--- src/rtl/decode_stage.sv ---
// Single-cycle registered RV32/RV64 instruction decode stage with valid/ready
// handshakes; classifies format, extracts fields and builds the sign-extended immediate.
module decode_stage #(
  parameter int XLEN           = 32,
  parameter int REG_ADDR_WIDTH = 5
) (
  input  logic                      clk,
  input  logic                      rst,
  input  logic                      flush,
  input  logic                      in_valid,
  output logic                      in_ready,
  input  logic [31:0]               in_instr,
  input  logic [XLEN-1:0]           in_pc,
  output logic                      out_valid,
  input  logic                      out_ready,
  output logic [XLEN-1:0]           out_pc,
  output logic [6:0]                out_opcode,
  output logic [2:0]                out_funct3,
  output logic [6:0]                out_funct7,
  output logic [REG_ADDR_WIDTH-1:0] out_rs1_addr,
  output logic [REG_ADDR_WIDTH-1:0] out_rs2_addr,
  output logic [REG_ADDR_WIDTH-1:0] out_rd_addr,
  output logic                      out_rs1_used,
  output logic                      out_rs2_used,
  output logic                      out_rd_we,
  output logic [XLEN-1:0]           out_imm,
  output logic [2:0]                out_fmt,
  output logic                      out_illegal
);

  // Handshake: an instruction transfers on in_valid && in_ready; the held one
  // leaves on out_valid && out_ready; in_ready = !out_valid || out_ready.
  typedef enum logic [2:0] {
    FMT_R    = 3'd0,
    FMT_I    = 3'd1,
    FMT_S    = 3'd2,
    FMT_B    = 3'd3,
    FMT_U    = 3'd4,
    FMT_J    = 3'd5,
    FMT_NONE = 3'd7
  } fmt_e;

  logic                      valid_q;
  logic [XLEN-1:0]           pc_q;
  logic [6:0]                opcode_q;
  logic [2:0]                funct3_q;
  logic [6:0]                funct7_q;
  logic [REG_ADDR_WIDTH-1:0] rs1_q, rs2_q, rd_q;
  logic                      rs1_used_q, rs2_used_q, rd_we_q;
  logic [XLEN-1:0]           imm_q;
  fmt_e                      fmt_q;
  logic                      illegal_q;

  fmt_e                      fmt_d;
  logic                      rs1_used_d, rs2_used_d, rd_we_d, illegal_d;
  logic [31:0]               imm32;
  logic [XLEN-1:0]           imm_d;
  logic                      is_fence;
  logic [6:0]                opcode, funct7;
  logic                      accept;

  assign opcode   = in_instr[6:0];
  assign funct7   = in_instr[31:25];
  assign in_ready = !valid_q || out_ready;
  assign accept   = in_valid && in_ready;

  always_comb begin
    fmt_d      = FMT_NONE;
    is_fence   = 1'b0;
    rs1_used_d = 1'b0;
    rs2_used_d = 1'b0;
    rd_we_d    = 1'b0;
    imm32      = 32'd0;
    if (in_instr[1:0] == 2'b11) begin
      case (opcode)
        7'b0110011: if (funct7 == 7'b0000000 || funct7 == 7'b0100000) fmt_d = FMT_R;
        7'b0010011, 7'b0000011, 7'b1100111, 7'b1110011: fmt_d = FMT_I;
        7'b0001111: begin
          fmt_d    = FMT_I;
          is_fence = 1'b1;
        end
        7'b0100011: fmt_d = FMT_S;
        7'b1100011: fmt_d = FMT_B;
        7'b0110111, 7'b0010111: fmt_d = FMT_U;
        7'b1101111: fmt_d = FMT_J;
        default: fmt_d = FMT_NONE;
      endcase
    end
    case (fmt_d)
      FMT_R: begin
        rs1_used_d = 1'b1;
        rs2_used_d = 1'b1;
        rd_we_d    = 1'b1;
      end
      FMT_I: begin
        rs1_used_d = !is_fence;
        rd_we_d    = 1'b1;
        imm32      = {{20{in_instr[31]}}, in_instr[31:20]};
      end
      FMT_S: begin
        rs1_used_d = 1'b1;
        rs2_used_d = 1'b1;
        imm32      = {{20{in_instr[31]}}, in_instr[31:25], in_instr[11:7]};
      end
      FMT_B: begin
        rs1_used_d = 1'b1;
        rs2_used_d = 1'b1;
        imm32      = {{19{in_instr[31]}}, in_instr[31], in_instr[7],
                      in_instr[30:25], in_instr[11:8], 1'b0};
      end
      FMT_U: begin
        rd_we_d = 1'b1;
        imm32   = {in_instr[31:12], 12'd0};
      end
      FMT_J: begin
        rd_we_d = 1'b1;
        imm32   = {{11{in_instr[31]}}, in_instr[31], in_instr[19:12],
                   in_instr[20], in_instr[30:21], 1'b0};
      end
      default: imm32 = 32'd0;
    endcase
    // Writes to x0 are architecturally discarded, so hazard logic must not see them.
    if (in_instr[11:7] == 5'd0) rd_we_d = 1'b0;
    illegal_d = (fmt_d == FMT_NONE);
  end

  assign imm_d = XLEN'($signed(imm32));

  always_ff @(posedge clk) begin
    if (rst) begin
      valid_q    <= 1'b0;
      pc_q       <= '0;
      opcode_q   <= '0;
      funct3_q   <= '0;
      funct7_q   <= '0;
      rs1_q      <= '0;
      rs2_q      <= '0;
      rd_q       <= '0;
      rs1_used_q <= 1'b0;
      rs2_used_q <= 1'b0;
      rd_we_q    <= 1'b0;
      imm_q      <= '0;
      fmt_q      <= FMT_NONE;
      illegal_q  <= 1'b0;
    end else if (flush) begin
      // Flush kills both the held and the incoming instruction; fields keep old values.
      valid_q <= 1'b0;
    end else if (accept) begin
      valid_q    <= 1'b1;
      pc_q       <= in_pc;
      opcode_q   <= opcode;
      funct3_q   <= in_instr[14:12];
      funct7_q   <= funct7;
      rs1_q      <= REG_ADDR_WIDTH'(in_instr[19:15]);
      rs2_q      <= REG_ADDR_WIDTH'(in_instr[24:20]);
      rd_q       <= REG_ADDR_WIDTH'(in_instr[11:7]);
      rs1_used_q <= rs1_used_d;
      rs2_used_q <= rs2_used_d;
      rd_we_q    <= rd_we_d;
      imm_q      <= imm_d;
      fmt_q      <= fmt_d;
      illegal_q  <= illegal_d;
    end else if (out_ready) begin
      valid_q <= 1'b0;
    end
  end

  assign out_valid    = valid_q;
  assign out_pc       = pc_q;
  assign out_opcode   = opcode_q;
  assign out_funct3   = funct3_q;
  assign out_funct7   = funct7_q;
  assign out_rs1_addr = rs1_q;
  assign out_rs2_addr = rs2_q;
  assign out_rd_addr  = rd_q;
  assign out_rs1_used = rs1_used_q;
  assign out_rs2_used = rs2_used_q;
  assign out_rd_we    = rd_we_q;
  assign out_imm      = imm_q;
  assign out_fmt      = fmt_q;
  assign out_illegal  = illegal_q;

endmodule

--- config.mk ---
export PLATFORM = sky130hd
export DESIGN_NAME = decode_stage
export DESIGN_NICKNAME = d
export VERILOG_FILES = /design/src/rtl/decode_stage.sv
export SDC_FILE = /design/constraint.sdc
export NUM_CORES = 1
export LEC_CHECK = 0
export CORE_ASPECT_RATIO = 0.8
export CORE_UTILIZATION = 35
export DETAILED_ROUTE_END_ITERATION = 12
export PLACE_DENSITY = 0.66
export RECOVER_POWER = 50
export SLEW_MARGIN = 15
export SYNTH_ARGS = -nofsm -noshare
export SYNTH_HDL_FRONTEND = slang
export SYNTH_SLANG_ARGS = --single-unit
--- constraint.sdc ---
create_clock -name clk -period 3.6 [get_ports clk]
set_input_delay 1.08 -clock clk [delete_from_list [all_inputs] [get_ports clk]]
set_output_delay 1.08 -clock clk [all_outputs]
set_load 0.02 [all_outputs]
# Yosys cells after proc, flatten, opt, wreduce, memory -nomap -nowiden
# Cells that the tools add are included.
# word_totals
mem_bits_rw,0
latchBits,0
mem_count,0
wordCells,61
ff_bits,104
out_inout_bits,105
mem_bits_ro,0
# op_classes
multipliers,0
shifts,0
eq_ne,19
reduce_logical,15
muxes,12
magnitude_cmp,0
div_mod_pow,0
addsub,0
n_bitwise,1
# op_table
cell,n
32-bit case mux with 5 select lines,1
"7-bit by 6-bit == test with 1-bit output, second input constant",4
"7-bit == test, second input constant",4
3-bit case mux with 6 select lines,1
"7-bit by 5-bit == test with 1-bit output, second input constant",2
"3-bit == test, second input constant",3
"7-bit by 2-bit == test with 1-bit output, second input constant",1
"7-bit by 4-bit == test with 1-bit output, second input constant",1
7-bit logical NOT,1
1-bit two-way mux,7
"3-bit by 2-bit == test with 1-bit output, second input constant",2
3-bit two-way mux,2
5-bit logical NOT,1
5-bit OR reduction,1
2-bit OR reduction,2
4-bit OR reduction,1
"3-bit by 1-bit == test with 1-bit output, second input constant",1
3-bit logical NOT,1
3-bit OR reduction,1
"2-bit == test, second input constant",1
1-bit logical NOT,2
1-bit logical OR,2
1-bit case mux with 2 select lines,1
2-bit AND reduction,1
3 further kinds,3

# Logic depth before layout (Yosys ltp)
# Gate-level depths: netlist (run 1).
# depth
ltp_word,9
ltp_mapped,9

# Worst setup path before layout (run 1)
# Ideal clock, no wire load.
# synth_timing
path_kind,input-to-reg
start,in in_instr[28]
end,"reg imm_q[12], in the netlist out_imm[12]"
path_buffers,2
setup_ns,0.067
path_slack_ns,0.892
required_time_ns,3.533
arrival_time_ns,2.641
cell_stages,7
path_cell_list,or4_4 -> o311ai_4 -> nand2_2 -> or3_1 -> buf_6 -> buf_12 -> o21ai_2
# synth_between
elab_chain_cells,7
elab_cells_between_ends,12
# synth_lines
item,line_no,source
start: declaration,12,"input logic [31:0] in_instr,"
7-bit by 6-bit == test with 1-bit output or 7-bit logical NOT (tied branches),76,7'b0110011: if (funct7 == 7'b0000000 || funct7 == 7'b0100000) fmt_d = FMT_R;
1-bit logical OR *,76,
3-bit two-way mux *,76,
3-bit case mux with 6 select lines *,75,case (opcode)
3-bit two-way mux *,74,if (in_instr[1:0] == 2'b11) begin
3-bit == test (tied with other cells),89,case (fmt_d)
32-bit case mux with 5 select lines *,89,
end signal: assignment,160,imm_q <= imm_d;
end: declaration,50,logic [XLEN-1:0] imm_q;
# Every way passes the cells marked *; elsewhere a longest branch is shown, timed or not.
# A chain may end at the register's enable or synchronous reset.

# Worst setup path in the final report (run 1)
# layout_timing
start,in out_ready
end,out in_ready
# layout_between
elab_chain_cells,1
# layout_lines
item,line_no,source
start: declaration,15,"input logic out_ready,"
1-bit logical OR,64,assign in_ready = !valid_q || out_ready;
end: declaration,11,"output logic in_ready,"
# Every way passes these cells.

==> results.toml, run 1 <==
[run_status]
status = "finished, violations left"
violations = "capacitance limit, slew limit"

[yosys]
syn_area_per_cell_sq_um = 8.13
synth_compound_area_frac = 0.224
synth-adder-area-share = 0
syn_inst = 504
yosysTopAreaCell = "dfxtp_1"
synth_xor_area_frac = 0.00214
syn_area_sq_mm = 0.00410
yosysSeqAreaShare = 0.508
synthesis.nets = 573
synth_edf_count = 0
yosysWarnings = 0
synth_top_family_by_area = "compound AO/OA/AOI/OAI gates"
synth-seq-cells = 104
yosys-top-cells-count = "162 x nand2_1, 104 x dfxtp_1, 89 x a21oi_1"
synth_mux_area_frac = 0.00244
synthArstFlopShare = 0
synth_ff_type = "dfxtp_1"
yosysTopAreaCellShare = 0.508
synth-simple-area-share = 0.210
ys_types = 43
yosys-top-cells-area = "dfxtp_1 51%, nand2_1 15%, a21oi_1 11%"
synth_most_common_cell = "nand2_1"

[floorplan]
fp.dieH_microns = 98.8
coreArea_sq_mm = 0.0111
die_w_microns = 123
initial_core_util = 0.368
num_io_pins = 174
rows = 34
fp.dieArea_sq_mm = 0.0121

[placement]
place_inst = 796
gp_congestion = 0.876
dp_hpwl_microns = 9120
preCtsSetupSlack_ps = 176
io_buffers = 173

[sta]
rsz0062_at_grt = "no"
tightest_slew_ps = 1610
finalCriticalPeriod_ps = 3360
clock_skew_ps = 6.27
timing.setup.tns_ps = 0
setup_viol = 0
period_share = 0.932
timing.fmax_mhz = 298
slew_headroom = -0.0742
timing.final.max_slew_violations = 78
layout_setup_ws_ps = 245
hold_viol_final = 0

[clock_network]
cts_hold_buf = 0
post_cts_resize_count = 0
h-tree-depth = 3
cts_sinks = 104
clk_path_buf_depth = 2
clk_pin_slew_ps = 70
cts_tree = "yes"
clock_latency_ps = 350
cts_setup_buffers = 0
cts_buffers = 9
cts-root-buf = "clkbuf_16"

[cells_and_area]
diodes = 0
drive_gt1_frac = 0.0928
nNetsFinal = 732
fillCellCount = 1034
register_area_sq_mm = 0.00208
multiInputGateArea_sq_mm = 0.00181
syn2layout_area_growth_pct = 52.4
layout.cells.non_filler = 812
fin_util = 0.560

[power_and_ir_drop]
seqPwrFrac = 0.463
total_power_w = 0.00260
power_density_mw_per_mm2 = 416
pwr-share-clk = 0.403
p_switching_w = 0.000644
p_int_w = 0.00195
leakage_nw = 2.51
comb_power_share = 0.134
switching_share = 0.248
ir_drop_mv = 0.303

[setup_path]
critical_path_arrival_ps = 2280
cp_num_buf_inv = 2
cpMostUsedCell = "clkdlybuf4s50_1"
start_kind = "primary input"
end_kind = "output pin"
slowest_delay_ps = 610
crit_chain = "clkdlybuf4s50_1 > nand2b_1 > clkdlybuf4s50_1"
critPathRequiredTime_ps = 2520
critPathSlowestCell = "clkdlybuf4s50_1"
path_class = "in2out"
crit_family = "buffers and inverters"
cp_max_fo = 3

[grt]
grt_pass1_vias = 3920
grtUsageTotal = 0.208
grt_max_degree = 78
grt_antenna_before_repair = 0
grt_pass1_wl_microns = 19600
grt-ovfl-total = 0

[route]
first_pass_iters = 5
antenna_left = 0
wl_microns = 12700
post_drt_wl_per_cell_microns = 15.6
drc = 0
vias = 4056
via_per_inst = 5.00
drt-initial-drc-count = 189

[run]
maxCapViolations = 1

[worst_hold_path]
hp-class = "reg2reg"
[registers in the layout, summed over array words and instances (netlist names), 3 cells and up]
signal and cells:
out_imm 32, out_rd_addr 5, out_funct3 3, out_funct7 7, out_fmt 3, out_pc 32, out_opcode 7, out_rs1_addr 5
out_rs2_addr 5
[cells by family after synthesis]
family,after synthesis
xor gates and xnor gates,1
muxes,1
DFF,104
AOI/OAI and AO/OA,146
and+or+nand+nor,207
buffers and inverters,45
[path summary, 6_finish.rpt]
path	start	endpoint	slack, ps	cells after the start
worst min register to register	out_imm[13]	out_imm[13]	450	2
worst max-delay path	out_ready	in_ready	240	3
worst max register to register	out_valid	out_imm[2]	1660	6
worst min-delay path	out_imm[13]	out_imm[13]	450	2
[cell type report]
type | count | area share
well taps | 144 | 0.0289
repair buffers | 187 | 0.293
flip-flops and latches | 104 | 0.334
inverters | 6 | 0.00361
clock buffers | 9 | 0.0361
multi-input cells | 355 | 0.290
clock inverters | 7 | 0.0154
[metal layers]
| layer | part of all wire | track usage | vias to the layer above |
|---|---|---|---|
| met3 | 0.081 | 0.0677 | 10 |
| met5 | 0 | 0 | - |
| met4 | 0.0073 | 0.0450 | 0 |
| met1 | 0.47 | 0.274 | 1900 |
| met2 | 0.44 | 0.328 | 142 |
| li1 | - | - | 2004 |
[tightest hold or removal path, cell delays in order (launching register included)]
cell     delay (ps)
dfxtp_1         320
nand2_1          60
o21ai_2          40
[layout by cell type (no fill, tap or decap), drive strengths merged, types with 3 or more instances in the layout]
| cell type | synthesis | layout |
|---|---|---|
| a21oi | 89 | 89 |
| a22o | 3 | 3 |
| a22oi | 11 | 11 |
| and2 | 3 | 3 |
| buf | 9 | 13 |
| clkbuf | 30 | 11 |
| clkdlybuf4s50 | 0 | 71 |
| clkinvlp | 0 | 3 |
| dfxtp | 104 | 104 |
| dlygate4sd3 | 0 | 101 |
| inv | 6 | 6 |
| nand2 | 163 | 163 |
| nand2b | 7 | 7 |
| nor2 | 17 | 17 |
| nor3 | 5 | 5 |
| o21ai | 27 | 27 |
| or3 | 3 | 3 |
[through the flow]
stage,area (sq um),hold slack [ps]
6_report,6240,450
4_1_cts,6250,457
2_1_floorplan,4100,535
3_3_place_gp,5920,437
3_5_place_dp,5920,444
5_1_grt,6240,462
[power by group through the flow]
stage / Combinational, W / Clock (W) / Sequential (W)
after floorplan: 0.000119 / 0 / 0.00128
after global placement: 0.000356 / 0 / 0.00123
after detailed placement: 0.000361 / 0 / 0.00123
after CTS: 0.000362 / 0.00107 / 0.00121
after global routing: 0.000375 / 0.00112 / 0.00121
final: 0.000348 / 0.00105 / 0.00120
No activity file was read; power rests on OpenSTA's default activity.
==> inputs of run 2 (changes only) <==
--- a/config.mk
+++ b/config.mk
@@ -6,9 +6,9 @@
 export NUM_CORES = 1
 export LEC_CHECK = 0
 export CORE_ASPECT_RATIO = 0.8
-export CORE_UTILIZATION = 35
+export CORE_UTILIZATION = 40
 export DETAILED_ROUTE_END_ITERATION = 12
-export PLACE_DENSITY = 0.66
+export PLACE_DENSITY = 0.74
 export RECOVER_POWER = 50
 export SLEW_MARGIN = 15
 export SYNTH_ARGS = -nofsm -noshare
==> results.toml, run 2 (synthesized netlist as in run 1, its figures left out) <==
[cells_and_area]
fin_util = 0.632
diodes = 0
syn2layout_area_growth_pct = 51.4
layout.cells.non_filler = 806
fillCellCount = 866
register_area_sq_mm = 0.00208
nNetsFinal = 734
drive_gt1_frac = 0.0925
final_common_cell = "nand2_1"
fin_area_sq_mm = 0.00620
multiInputGateArea_sq_mm = 0.00180
final_cell_mix = "162 x nand2_1, 104 x dfxtp_1, 95 x dlygate4sd3_1, 89 x a21oi_1, 77 x clkdlybuf4s50_1"

[power_and_ir_drop]
leakage_nw = 2.49
switching_share = 0.244
comb_power_share = 0.140
p_switching_w = 0.000602
pwr-share-clk = 0.373
seqPwrFrac = 0.487
ir_drop_mv = 0.299
power_density_mw_per_mm2 = 399
p_int_w = 0.00187

[sta]
timing.final.max_slew_violations = 78
period_share = 0.952
clock_skew_ps = 9.79
timing.setup.tns_ps = 0
tightest_slew_ps = 1510
finalCriticalPeriod_ps = 3430
timing.fmax_mhz = 292
layout_setup_ws_ps = 172
hold_viol_final = 0
rsz0062_at_grt = "no"
slew_headroom = -0.00836
setup_viol = 0

[placement]
gp_congestion = 0.903
io_buffers = 173
place_inst = 790
preCtsSetupSlack_ps = 152
dp_hpwl_microns = 8980
place_area_sq_mm = 0.00593

[setup_path]
rr_endpoint = "out_imm[3]"
path_class = "in2out"
slowest_delay_ps = 620
crit_path_end = "in_ready"
reg2reg_from = "out_valid"
reg2reg_depth = 6
cp_num_cells = 3
crit_family = "buffers and inverters"
cp_num_buf_inv = 2
cp_max_fo = 3
end_kind = "output pin"
rrSetupSlack_ps = 1680
critPathSlowestCell = "clkdlybuf4s50_1"
critPathRequiredTime_ps = 2520
startpoint = "out_ready"
crit_chain = "dlygate4sd3_1 > nand2b_1 > clkdlybuf4s50_1"
critical_path_arrival_ps = 2350
start_kind = "primary input"

[route]
wl_microns = 12200
drc = 0
drt-initial-drc-count = 217
antenna_left = 0
via_per_inst = 5.12
vias = 4130
post_drt_wl_per_cell_microns = 15.2
first_pass_iters = 6

[grt]
grt_pass1_wl_microns = 19400
grt_antenna_before_repair = 0
grt-ovfl-total = 0
grt_max_degree = 78
grt_pass1_vias = 3942
grtUsageTotal = 0.237

[clock_network]
clock_latency_ps = 340
cts-root-buf = "clkbuf_16"
cts_hold_buf = 0
post_cts_resize_count = 0
cts_tree = "yes"
cts_buffers = 9
clk_pin_slew_ps = 60
clk_path_buf_depth = 2
h-tree-depth = 3
cts_sinks = 104
cts_setup_buffers = 0

[floorplan]
die_w_microns = 115
rows = 32
initial_core_util = 0.418
fp.dieH_microns = 92.5
coreArea_sq_mm = 0.00981
num_io_pins = 174
fp.dieArea_sq_mm = 0.0107

[run]
maxCapViolations = 1

[run_status]
violations = "capacitance limit, slew limit"
status = "finished, violations left"

[worst_hold_path]
hp-class = "reg2reg"
## run 2: cell types whose count changed in the layout (fill, tap and decap cells not counted), sizes merged
cell / change
buf: +2
bufinv: -2
clkbuf: +5
clkdlybuf4s50: +6
clkinv: -1
clkinvlp: -2
dlygate4sd3: -6
## run 2: final cells by class
| cell class | instances | area share |
|---|---|---|
| clock buffer | 14 | 0.0442 |
| tap | 136 | 0.0274 |
| timing repair buffer | 189 | 0.297 |
| multi-input combinational | 355 | 0.290 |
| inverter | 6 | 0.00363 |
| sequential | 104 | 0.336 |
| clock inverter | 2 | 0.00202 |
## run 2: per-stage QoR
step	hold WS (ps)	total power, W
after floorplan	535	0.00139
after global placement	440	0.00158
after detailed placement	443	0.00159
after CTS	455	0.00251
after global routing	467	0.00257
final	450	0.00247
## run 2: power groups by stage
| stage | clock (W) | combinational [W] | sequential, W |
|---|---|---|---|
| floorplan | 0 | 0.000119 | 0.00128 |
| global placement | 0 | 0.000354 | 0.00123 |
| detailed placement | 0 | 0.000359 | 0.00123 |
| CTS | 0.000948 | 0.000361 | 0.00121 |
| global route | 0.000993 | 0.000373 | 0.00121 |
| finish | 0.000922 | 0.000346 | 0.00120 |
## run 2: tightest hold or removal path: cells and delay by family (launching register included)
kind | cells | cell delay [ps]
AND/OR/NAND/NOR | 1 | 50
AO/OA/AOI/OAI | 1 | 50
flip-flops | 1 | 310
## run 2: worst min-delay path by stage
| stage | from | endpoint | slack, ps | cells past startpoint |
|---|---|---|---|---|
| floorplan | out_funct3[0] | out_funct3[0] | 530 | 2 |
| global placement | out_imm[2] | out_imm[2] | 440 | 2 |
| detailed placement | out_imm[13] | out_imm[13] | 440 | 2 |
| CTS | out_rs1_addr[4] | out_rs1_addr[4] | 460 | 2 |
| global route | out_rd_addr[3] | out_rd_addr[3] | 470 | 2 |
| finish | out_pc[7] | out_pc[7] | 450 | 2 |
## run 2: layer usage
layer  vias up  global-route usage  part of all wire
met1      1934               0.294              0.42
met5         -                   0                 0
met4         0              0.0779             0.018
li1       2013                   -                 -
met2       167               0.382              0.46
met3        16              0.0831             0.098
